<file path="src/rtl/key_seq_ctrl.sv">
// Key-device access sequencer: requests the bus, issues NUM_UNLOCK unlock strobes,
// then reads NUM_BITS serial response bits LSB-first into result.
module key_seq_ctrl #(
   parameter int NUM_UNLOCK = 8,
   parameter int NUM_BITS   = 16,
   parameter int STROBE_CYC = 2
) (
   input  logic        clk,
   input  logic        rst_n,
   input  logic        start,
   input  logic        abort,
   input  logic [31:0] unlock_code,
   output logic        bus_req,
   input  logic        bus_gnt,
   output logic [13:0] ba,
   output logic        br_w,
   output logic        sser_n,
   input  logic        sdrd,
   output logic        busy,
   output logic        done,
   output logic        err,
   output logic [15:0] result
);

   typedef enum logic [2:0] {
      S_IDLE, S_REQ, S_UNLOCK, S_GAP_U, S_READ, S_GAP_R, S_FIN
   } state_t;

   localparam logic [3:0] UNL_LAST  = 4'(NUM_UNLOCK);
   localparam logic [4:0] BITS_LAST = 5'(NUM_BITS);
   localparam logic [2:0] CYC_LAST  = 3'(STROBE_CYC - 1);

   state_t      state;
   logic [31:0] code;
   logic [3:0]  unl_cnt;
   logic [4:0]  bit_cnt;
   logic [2:0]  cyc_cnt;
   logic [3:0]  unl_inc;
   logic [4:0]  bit_inc;
   logic [31:0] code_shift;

   // Counters stop at their terminal values instead of wrapping.
   assign unl_inc    = (unl_cnt < UNL_LAST)  ? unl_cnt + 4'd1 : unl_cnt;
   assign bit_inc    = (bit_cnt < BITS_LAST) ? bit_cnt + 5'd1 : bit_cnt;
   assign code_shift = code >> {unl_inc[2:0], 2'b00};

   function automatic logic [13:0] access_ba(input logic [3:0] nib);
      return {2'b01, 4'b0000, nib, 4'b0000};
   endfunction

   always_ff @(posedge clk or negedge rst_n) begin
      if (!rst_n) begin
         state   <= S_IDLE;
         code    <= '0;
         unl_cnt <= '0;
         bit_cnt <= '0;
         cyc_cnt <= '0;
         bus_req <= 1'b0;
         sser_n  <= 1'b1;
         br_w    <= 1'b1;
         ba      <= '0;
         busy    <= 1'b0;
         done    <= 1'b0;
         err     <= 1'b0;
         result  <= '0;
      end else begin
         done <= 1'b0;
         err  <= 1'b0;
         br_w <= 1'b1;
         if (state != S_IDLE && abort) begin
            // Abort wins over every other transition, including the final sample.
            state   <= S_IDLE;
            sser_n  <= 1'b1;
            ba      <= '0;
            bus_req <= 1'b0;
            busy    <= 1'b0;
            err     <= 1'b1;
            result  <= '0;
            cyc_cnt <= '0;
         end else begin
            case (state)
               S_IDLE: begin
                  if (start && !abort) begin
                     code    <= unlock_code;
                     unl_cnt <= '0;
                     bit_cnt <= '0;
                     cyc_cnt <= '0;
                     result  <= '0;
                     bus_req <= 1'b1;
                     busy    <= 1'b1;
                     state   <= S_REQ;
                  end
               end
               S_REQ: begin
                  if (bus_gnt) begin
                     state   <= S_UNLOCK;
                     sser_n  <= 1'b0;
                     ba      <= access_ba(code[3:0]);
                     cyc_cnt <= '0;
                  end
               end
               S_UNLOCK: begin
                  if (cyc_cnt == CYC_LAST) begin
                     state  <= S_GAP_U;
                     sser_n <= 1'b1;
                     ba     <= '0;
                  end else begin
                     cyc_cnt <= cyc_cnt + 3'd1;
                  end
               end
               S_GAP_U: begin
                  unl_cnt <= unl_inc;
                  cyc_cnt <= '0;
                  sser_n  <= 1'b0;
                  if (unl_inc == UNL_LAST) begin
                     state <= S_READ;
                     ba    <= access_ba(4'h0);
                  end else begin
                     state <= S_UNLOCK;
                     ba    <= access_ba(code_shift[3:0]);
                  end
               end
               S_READ: begin
                  if (cyc_cnt == CYC_LAST) begin
                     result[bit_cnt[3:0]] <= sdrd;
                     state  <= S_GAP_R;
                     sser_n <= 1'b1;
                     ba     <= '0;
                  end else begin
                     cyc_cnt <= cyc_cnt + 3'd1;
                  end
               end
               S_GAP_R: begin
                  bit_cnt <= bit_inc;
                  cyc_cnt <= '0;
                  if (bit_inc == BITS_LAST) begin
                     state <= S_FIN;
                     done  <= 1'b1;
                  end else begin
                     state  <= S_READ;
                     sser_n <= 1'b0;
                     ba     <= access_ba(4'h0);
                  end
               end
               S_FIN: begin
                  state   <= S_IDLE;
                  bus_req <= 1'b0;
                  busy    <= 1'b0;
               end
               default: state <= S_IDLE;
            endcase
         end
      end
   end

endmodule

</file>
<file path="config.mk">
export PLATFORM = sky130hd
export DESIGN_NAME = key_seq_ctrl
export DESIGN_NICKNAME = d
export VERILOG_FILES = /design/src/rtl/key_seq_ctrl.sv
export SDC_FILE = /design/constraint.sdc
export NUM_CORES = 1
export LEC_CHECK = 0
export BUFFER_PORTS_ARGS = -buffer_cell sky130_fd_sc_hd__clkbuf_2
export CORE_UTILIZATION = 50
export DETAILED_ROUTE_END_ITERATION = 12
export PLACE_DENSITY = 0.83
export SETUP_SLACK_MARGIN = 0.15
export SLEW_MARGIN = 20
export SYNTH_ARGS = -nofsm -noshare
export SYNTH_HDL_FRONTEND = slang
export SYNTH_SLANG_ARGS = --single-unit
export TNS_END_PERCENT = 5
</file>
<file path="constraint.sdc">
create_clock -name clk -period 2.4 [get_ports clk]
set_input_delay 0 -clock clk [delete_from_list [all_inputs] [get_ports clk]]
set_output_delay 0 -clock clk [all_outputs]
set_load 0.01 [all_outputs]
</file>
-- Word-level counts from Yosys, hierarchy flattened
Cells that the tools add are included.
- equal/unequal tests: 17
- reduce and logical (&&, ||, !) cells: 22
- $lt $le $gt $ge: 4
- shift operators: 1
- bitwise gates (word level): 1
- muxes and demuxes: 44
- add/subtract/negate cells: 3
- operator list (kind ; number):
    14-bit two-way mux ; 4
    14-bit one-hot mux with 4 select lines ; 1
    16-bit two-way mux ; 3
    16-bit one-hot mux with 2 select lines ; 1
    32-bit by 5-bit >> shifter with 4-bit output ; 1
    3-bit two-way mux ; 10
    3-bit inequality test, second input constant ; 6
    3-bit one-hot mux with 6 select lines ; 1
    16-bit bitwise mux ; 1
    3-bit one-hot mux with 4 select lines ; 1
    3-bit AND reduction ; 4
    4-bit AND reduction ; 3
    1-bit two-way mux ; 11
    5-bit two-way mux ; 2
    5-bit one-hot mux with 2 select lines ; 1
    5-bit nonzero test ; 2
    3-bit == test, second input constant ; 3
    3-bit nonzero test ; 3
    4-bit two-way mux ; 2
    8-bit two-way mux ; 1
    4-bit one-hot mux with 2 select lines ; 1
    3-bit by 1-bit == test with 1-bit output, second input constant ; 2
    3-bit by 2-bit == test with 1-bit output, second input constant ; 2
    5-bit by 1-bit adder with 5-bit output, second input constant ; 1
    21 further kinds ; 25
- output and inout bits: 36
- input bits: 38
- logic and storage cells: 103
- register bits: 81

-- Longest topological paths before layout
Gate-level depths: netlist of run 1.
- depth in word-level cells: 8
- gate-level depth with buffers: 9
- mapped depth without buffers: 7

-- Worst setup path before layout of run 1
No wires, ideal clock.
- kind: reg-to-reg
- from: register bit_cnt[1]
- to: register sser_n
- period minus slack after synthesis: 1811 ps
- path buffers: 1
- data required time: 2320 ps
- library setup time: 80 ps
- slack: 589 ps
- data arrival time: 1731 ps
- stages on the path, launching flop included: 8
- cell sequence: dfrtp_1 -> ha_1 -> buf_2 -> and3_1 -> nand3_1 -> a211oi_2 -> a21oi_2 -> o22a_1
- word-level cells in the longest chain between the ends: 5
- elaborated cells between the ends (all ways): 6
- classes of those cells: add/sub (1); order compare (1); eq/ne (2); mux (1); reduce/logical (1)
- ends and longest elaborated chain (item ; line ; RTL):
    from (decl) ; 36 ; logic [4:0] bit_cnt;
    from (signal assigned) ; 134 ; bit_cnt <= bit_inc;
    5-bit by 1-bit adder with 5-bit output / 5-bit less-than comparator (equally long branches) ; 44 ; assign bit_inc = (bit_cnt < BITS_LAST) ? bit_cnt + 5'd1 : bit_cnt;
    5-bit two-way mux * ; 44 ;
    5-bit == test * ; 136 ; if (bit_inc == BITS_LAST) begin
    3-bit inequality test (no source line) * ; n/a ;
    4-bit AND reduction (no source line) * ; n/a ;
    to (signal assigned) ; 59 ; sser_n <= 1'b1;
    to (signal assigned) ; 127 ; sser_n <= 1'b1;
    to (signal assigned) ; 141 ; sser_n <= 1'b0;
    to (decl) ; 17 ; output logic sser_n,
Mark *: on every way between the ends. The rest lies on a longest branch, timed or not.
A chain may end at the register's enable or synchronous reset.

-- Worst setup path in the final report of run 1
- from: register state[2]
- to: register sser_n
- word-level cells in the longest chain between the ends: 4
- elaborated cells between the ends (all ways): 15
- classes of those cells: eq/ne (8); mux (2); reduce/logical (5)
- ends and longest elaborated chain (item ; line ; RTL):
    from (decl) ; 33 ; state_t state;
    from (signal assigned) ; 53 ; state <= S_IDLE;
    from (signal assigned) ; 72 ; state <= S_IDLE;
    from (signal assigned) ; 91 ; state <= S_REQ;
    3-bit == test (tied with other cells) ; 81 ; case (state)
    2-bit OR reduction (no source line) / 1-bit logical AND (equally long branches) ; n/a ;
    3-bit by 1-bit inequality test with 1-bit output (no source line) (tied with other cells) ; n/a ;
    4-bit AND reduction (no source line) / 1-bit two-way mux (equally long branches) ; n/a ;
    to (signal assigned) ; 73 ; sser_n <= 1'b1;
    to (signal assigned) ; 97 ; sser_n <= 1'b0;
    to (signal assigned) ; 105 ; sser_n <= 1'b1;
Several ways; a longest one is shown, not always the timed one.

==> results of run 1 <==
## Yosys cell counts (all sizes together), types with 2 or more instances
cell	instances	area [um2]
xnor2	2	25.0
o22ai	2	12.5
a22o	3	26.3
nand2b	7	51.3
nor3	5	30.0
nand3	15	75.1
and3	7	43.8
a31oi	4	25.0
conb	2	7.51
a21o	14	105
nand2	145	544
o32ai	2	17.5
a32oi	4	35.0
o21ai	14	70.1
a211oi	3	32.5
inv	15	56.3
dfrtp	71	1780
mux2	2	22.5
clkbuf	11	41.3
xor2	3	26.3
o211ai	4	30.0
nand4b	4	35.0
nor2	17	66.3
nor2b	6	37.5
a32o	16	160
mux2i	8	80.1
a21oi	12	63.8
ha	9	113
nand4	5	31.3
buf	31	190
## metrics by stage
stage	hold slack, ns	std cells	util, %	power, mW
3_3_place_gp	0.0577	600	55.9	3.20
2_1_floorplan	-0.296	469	-	2.86
4_1_cts	0.0284	649	63.4	4.53
5_1_grt	0.0717	649	63.5	4.86
3_5_place_dp	0.0605	600	55.9	3.27
6_report	0.0492	649	63.5	4.55
## path summary, 6_finish.rpt
kind,to,start,slack [ns]
hold / removal,state[0]$_DFFE_PN0P_,bus_gnt,0.05
setup reg to reg,sser_n$_DFFE_PN1P_,state[2]$_DFFE_PN0P_,0.33
hold reg to reg,code[23]$_DFFE_PN0P_,code[23]$_DFFE_PN0P_,0.48
setup / recovery,sser_n$_DFFE_PN1P_,state[2]$_DFFE_PN0P_,0.33
min in group asynchronous,state[0]$_DFFE_PN0P_,rst_n,0.20
max in group asynchronous,sser_n$_DFFE_PN1P_,rst_n,1.85
## layer usage
metal	routed length (um)	track usage (%)
met5	0	0
met4	314	12.6
met3	548	4.06
met2	4500	40.2
met1	4160	31.3
## tightest hold or removal path: stages
cell      delay [ns]
clkbuf_2        0.12
nor2_1          0.10
a31o_2          0.15
## registers in the layout (all words and copies together) (netlist names), 3 cells and up
name and cells:
code 32, result 16, ba 5, bit_cnt 5
unl_cnt 4, cyc_cnt 3, state 3
## power breakdown
group | total (mW) | switching, mW | internal [mW]
clock network | 1.21 | 0.463 | 0.745
logic | 1.49 | 0.884 | 0.608
registers | 1.85 | 0.293 | 1.55
## kinds of logic after synthesis
family          after synthesis  share of synthesized area (%)
mux                          10                           2.55
flops                        72                           44.8
simple gates                216                           23.8
other cells                   2                          0.186
xor+xnor                      5                           1.27
buf+inv                      57                           7.14
compound gates               90                           17.5
fa+ha+maj                     9                           2.80
## layout make-up
cell class / instances / share of cell area [%]
clock inverters: 5 / 2.08
inverters: 15 / 1.14
repair buffers: 104 / 14.6
flip-flops and latches: 72 / 36.5
multi-input cells: 340 / 40.1
clock buffers: 11 / 3.07
well taps: 102 / 2.59
## timing repair
| item | CTS | global route |
|---|---|---|
| hold endpoints to repair | 104 | 0 |
| setup buffers | 0 | 0 |
| hold buffers | 33 | 0 |
| setup endpoints to repair | 0 | 6 |
| gates resized for setup | 0 | 2 |
==> reports/results.txt, run 1 <==
pin count of the biggest net entering global routing -> 73
syn_area_per_cell -> 8.74 um2
Post-synth EDFFs -> 0
crit path buf inv count -> 0
CP cell instances -> xor2_1, nand2b_1, nor3_1, a21oi_2, o22a_1
Peak VDD IR -> 0.000529 V
CP arrival -> 2.35 ns
fmax -> 483 MHz
Critical Path Sink Type -> flip-flop
cell count after synthesis -> 461
CP Depth -> 5
CTS sink count -> 72
DPL Wire Length -> 5910 um
Final Critical Period -> 2.07 ns
Placed Area -> 4340 um2
Lkg Pwr -> 2.45 nW
most common flop cell mapped by yosys -> dfrtp_1
All-Layer GR Usage -> 24.5%
initial antenna violation count -> 0
max_slew headroom -> 56.4%
drt drc -> 0
core area -> 7770 um2
CP Launch Type -> flip-flop
Num CTS Buffers -> 9
Finish-stage setup viols -> 0
period utilisation layout -> 86.2%
Reg clk slew, reported paths -> 0.08 ns
IO Port Bufs -> 63
HP Class -> primary input to flip-flop
Via Count -> 3,606
Filler Cell Count -> 625
CTS root buf -> clkbuf_8
DRT Wirelength -> 9520 um
CTS max path bufs -> 2
area of the multi-input gates -> 1980 um2
setup TNS -> 0 ns
Final WS setup -> 0.331 ns
die span in x -> 91.8 um
Area growth, synth to finish -> 22.6%
layout cells sized above 1 -> 18.5%
Worst path top cell family by delay -> flip-flops
most frequent cells in the layout -> nand2_1 (145), dfrtp_1 (71), clkbuf_2 (62), dlygate4sd3_1 (33)
H-tree Lvls -> 3
RSZ-0062 raised after global routing -> no
ys async rst share -> 100%
DR iter-0 viols -> 196
drt first pass iters -> 4
nets -> 589
#FFs+latches synth -> 72
vias per cell -> 5.56
Synth cell types -> 58
Reg area -> 1800 um2
Mapped Area -> 4030 um2
maximum fanout along the worst path -> 18
Initial Util -> 51.9%
setup slack at placement -> 0.264 ns
CP peak stage delay -> 0.70 ns
Die Y -> 91.8 um
Final Hold Fails -> 0
GPL Wtd Cong -> 0.894
final instance area -> 4940 um2
latest clock arrival within the worst-skew pair -> 0.35 ns
yosys warns -> 0
drt wl/cell -> 14.7 um
Final Max Tran Viols -> 0
run status -> finished clean
vias in the first global route -> 3,564
CTS tree -> yes
# diodes -> 0
Worst-Margin Slew -> 0.649 ns
row cnt -> 32
Final ANT Viol Nets -> 0
PD cells -> 921 nW/um2
Critical Path RT -> 2.69 ns
Hold Crit Depth -> 3
first-pass GRT wire length -> 16,400 um
cell with the largest stage delay on the worst path -> dfrtp_1
Reg2Reg Depth -> 5
# IOs -> 74
register area share after synthesis -> 44.8%
global route total overflow -> 0
max-cap violations -> 0
DIE AREA -> 8420 um2
critical path class -> flip-flop to flip-flop
Clock Skew -> 0.0112 ns
commonest non-fill, non-tap cell in the layout -> nand2_1
No activity file was read; power rests on OpenSTA's default activity.
==> run 2, diff against run 1 <==
Settings changed: BUFFER_PORTS_ARGS -buffer_cell sky130_fd_sc_hd__clkbuf_2 to not set, CORE_UTILIZATION 50 to 35, DONT_BUFFER_PORTS set to 1, PLACE_DENSITY 0.83 to 0.59.
==> reports/results.txt, run 2 (synthesis results as in run 1) <==
setup slack at placement -> 0.228 ns (-0.0363 ns)
DPL Wire Length -> 6160 um (+4.2%)
Final Max Tran Viols -> 0 (unchanged)
period utilisation layout -> 87.8% (+1.6 points)
Worst-Margin Slew -> 0.585 ns (-0.0637 ns)
final core occ -> 43.3% (-20 points)
Area growth, synth to finish -> 18.7%
Final Hold Fails -> 0 (unchanged)
Reg clk slew, reported paths -> 0.06 ns (-0.02 ns)
DRT Wirelength -> 9250 um (-2.9%)
Filler Cell Count -> 1,086 (+74%)
initial antenna violation count -> 0 (unchanged)
Final ANT Viol Nets -> 0 (unchanged)
global route total overflow -> 0 (unchanged)
nets -> 532 (-9.7%)
drt first pass iters -> 5 (+1)
Via Count -> 3,326 (-7.8%)
CP Launch Type -> flip-flop
vias in the first global route -> 3,106 (-13%)
DR iter-0 viols -> 183 (-6.6%)
Critical Path Sink Type -> flip-flop
final std cells w/o fill -> 629 (-3.1%)
DIE AREA -> 11,900 um2 (+42%)
# IOs -> 74 (unchanged)
CTS sink count -> 72 (unchanged)
Lkg Pwr -> 2.24 nW (-8.6%)
Num CTS Buffers -> 9 (unchanged)
first-pass GRT wire length -> 15,200 um (-7.6%)
Cells after DPL -> 577 (-3.8%)
core area -> 11,000 um2 (+42%)
setup TNS -> 0 ns (unchanged)
Post-CTS Setup Repair Bufs -> 0 (unchanged)
most frequent cells in the layout -> nand2_1 (145), dfrtp_1 (71), dlygate4sd3_1 (36), nor2_1 (16), a32o_1 (16)
Initial Util -> 36.5% (-15 points)
CP arrival -> 2.32 ns (-0.03 ns)
RSZ-0062 raised after global routing -> yes
Critical Path RT -> 2.62 ns (-0.07 ns)
Regs by FF count -> code: 32 flops, result: 16 flops
Largest Register -> code
H-tree Lvls -> 3 (unchanged)
Final WS setup -> 0.294 ns (-0.0374 ns)
drt wl/cell -> 14.7 um (+0.21%)
critical path class -> flip-flop to flip-flop
PD cells -> 963 nW/um2 (+4.5%)
flip-flop count of the largest register after layout -> 32 (unchanged)
Peak VDD IR -> 0.000640 V (+21%)
max_slew headroom -> 60.8% (+4.4 points)
Final Critical Period -> 2.11 ns (+0.0374 ns)
pin count of the biggest net entering global routing -> 73 (unchanged)
run status -> finished clean
Die Y -> 109 um (+19%)
All-Layer GR Usage -> 16.7% (-7.8 points)
fmax -> 475 MHz (-1.8%)
vias per cell -> 5.29 (-4.8%)
row cnt -> 38 (+19%)
max-cap violations -> 0 (unchanged)
maximum fanout along the worst path -> 19 (+1)
IO Port Bufs -> 0 (-100%)
drt drc -> 0 (unchanged)
latest clock arrival within the worst-skew pair -> 0.34 ns (about the same)
commonest non-fill, non-tap cell in the layout -> nand2_1
CTS tree -> yes
CTS max path bufs -> 2 (unchanged)
HP Class -> primary input to flip-flop
CTS root buf -> clkbuf_16
# diodes -> 0 (unchanged)
Clock Skew -> 0.0111 ns (-0.000110 ns)
layout cells sized above 1 -> 8.18% (-10 points)
GPL Wtd Cong -> 0.827 (-7.5%)
die span in x -> 109 um (+19%)
Finish-stage setup viols -> 0 (unchanged)
[run 2: cell types whose count changed in the layout (fill, tap and decap cells not counted), sizes merged]
cell,previous run,this run
clkinv,1,2
dlygate4sd3,33,36
buf,9,11
clkbuf,73,12
bufinv,3,1
clkinvlp,1,0
[run 2: power by group]
part           leakage (nW)  switching [mW]  total [mW]  internal, mW
clock                 0.154           0.478        1.36         0.879
combinational          1.15           0.808        1.37         0.560
sequential            0.942           0.321        1.88          1.56
[run 2: timing repair]
| item | 4_1_cts | 5_1_grt |
|---|---|---|
| hold buffers | 37 | 0 |
| resized for setup | 0 | 2 |
| setup endpoints to repair | 0 | 7 |
| hold endpoints to repair | 117 | 0 |
[run 2: final timing paths]
kind	start	end	slack [ns]	cells after the start
max	state[0]$_DFFE_PN0P_	busy$_DFFE_PN0P_	0.29	6
min	abort	ba[4]$_DFFE_PN0P_	0.12	4
max reg2reg	state[0]$_DFFE_PN0P_	busy$_DFFE_PN0P_	0.29	6
min reg2reg	code[14]$_DFFE_PN0P_	code[14]$_DFFE_PN0P_	0.47	2
max in group asynchronous	rst_n	sser_n$_DFFE_PN1P_	1.86	2
min in group asynchronous	rst_n	cyc_cnt[2]$_DFFE_PN0P_	0.21	2
[run 2: layout make-up]
class	count	area (um2)	area share [%]
Sequential cell	72	1800	37.7
Inverter	15	56.3	1.18
Timing Repair Buffer	47	463	9.68
Clock inverter	3	40.0	0.837
Multi-Input combinational cell	340	1980	41.4
Clock buffer	12	267	5.57
Tap cell	140	175	3.66
[run 2: layer usage]
metal	track usage [%]	wire, um
met5	0	0
met4	6.57	131
met3	5.32	601
met2	25.7	4200
met1	21.7	4310
[run 2: through the flow]
step | hold WS, ns | area, um2 | power, mW
floorplan | -0.296 | 4060 | 2.86
global placement | -0.290 | 4080 | 3.13
detailed placement | -0.290 | 4080 | 3.17
CTS | 0.100 | 4770 | 4.65
global route | 0.161 | 4780 | 4.93
finish | 0.120 | 4780 | 4.60
[run 2: worst max-delay path: stages (launching register included)]
cell	delay (ns)
dfrtp_1	0.71
nor2_1	0.23
a21oi_1	0.19
nor2_1	0.05
a21oi_1	0.13
o32ai_1	0.10
dlygate4sd3_1	0.58
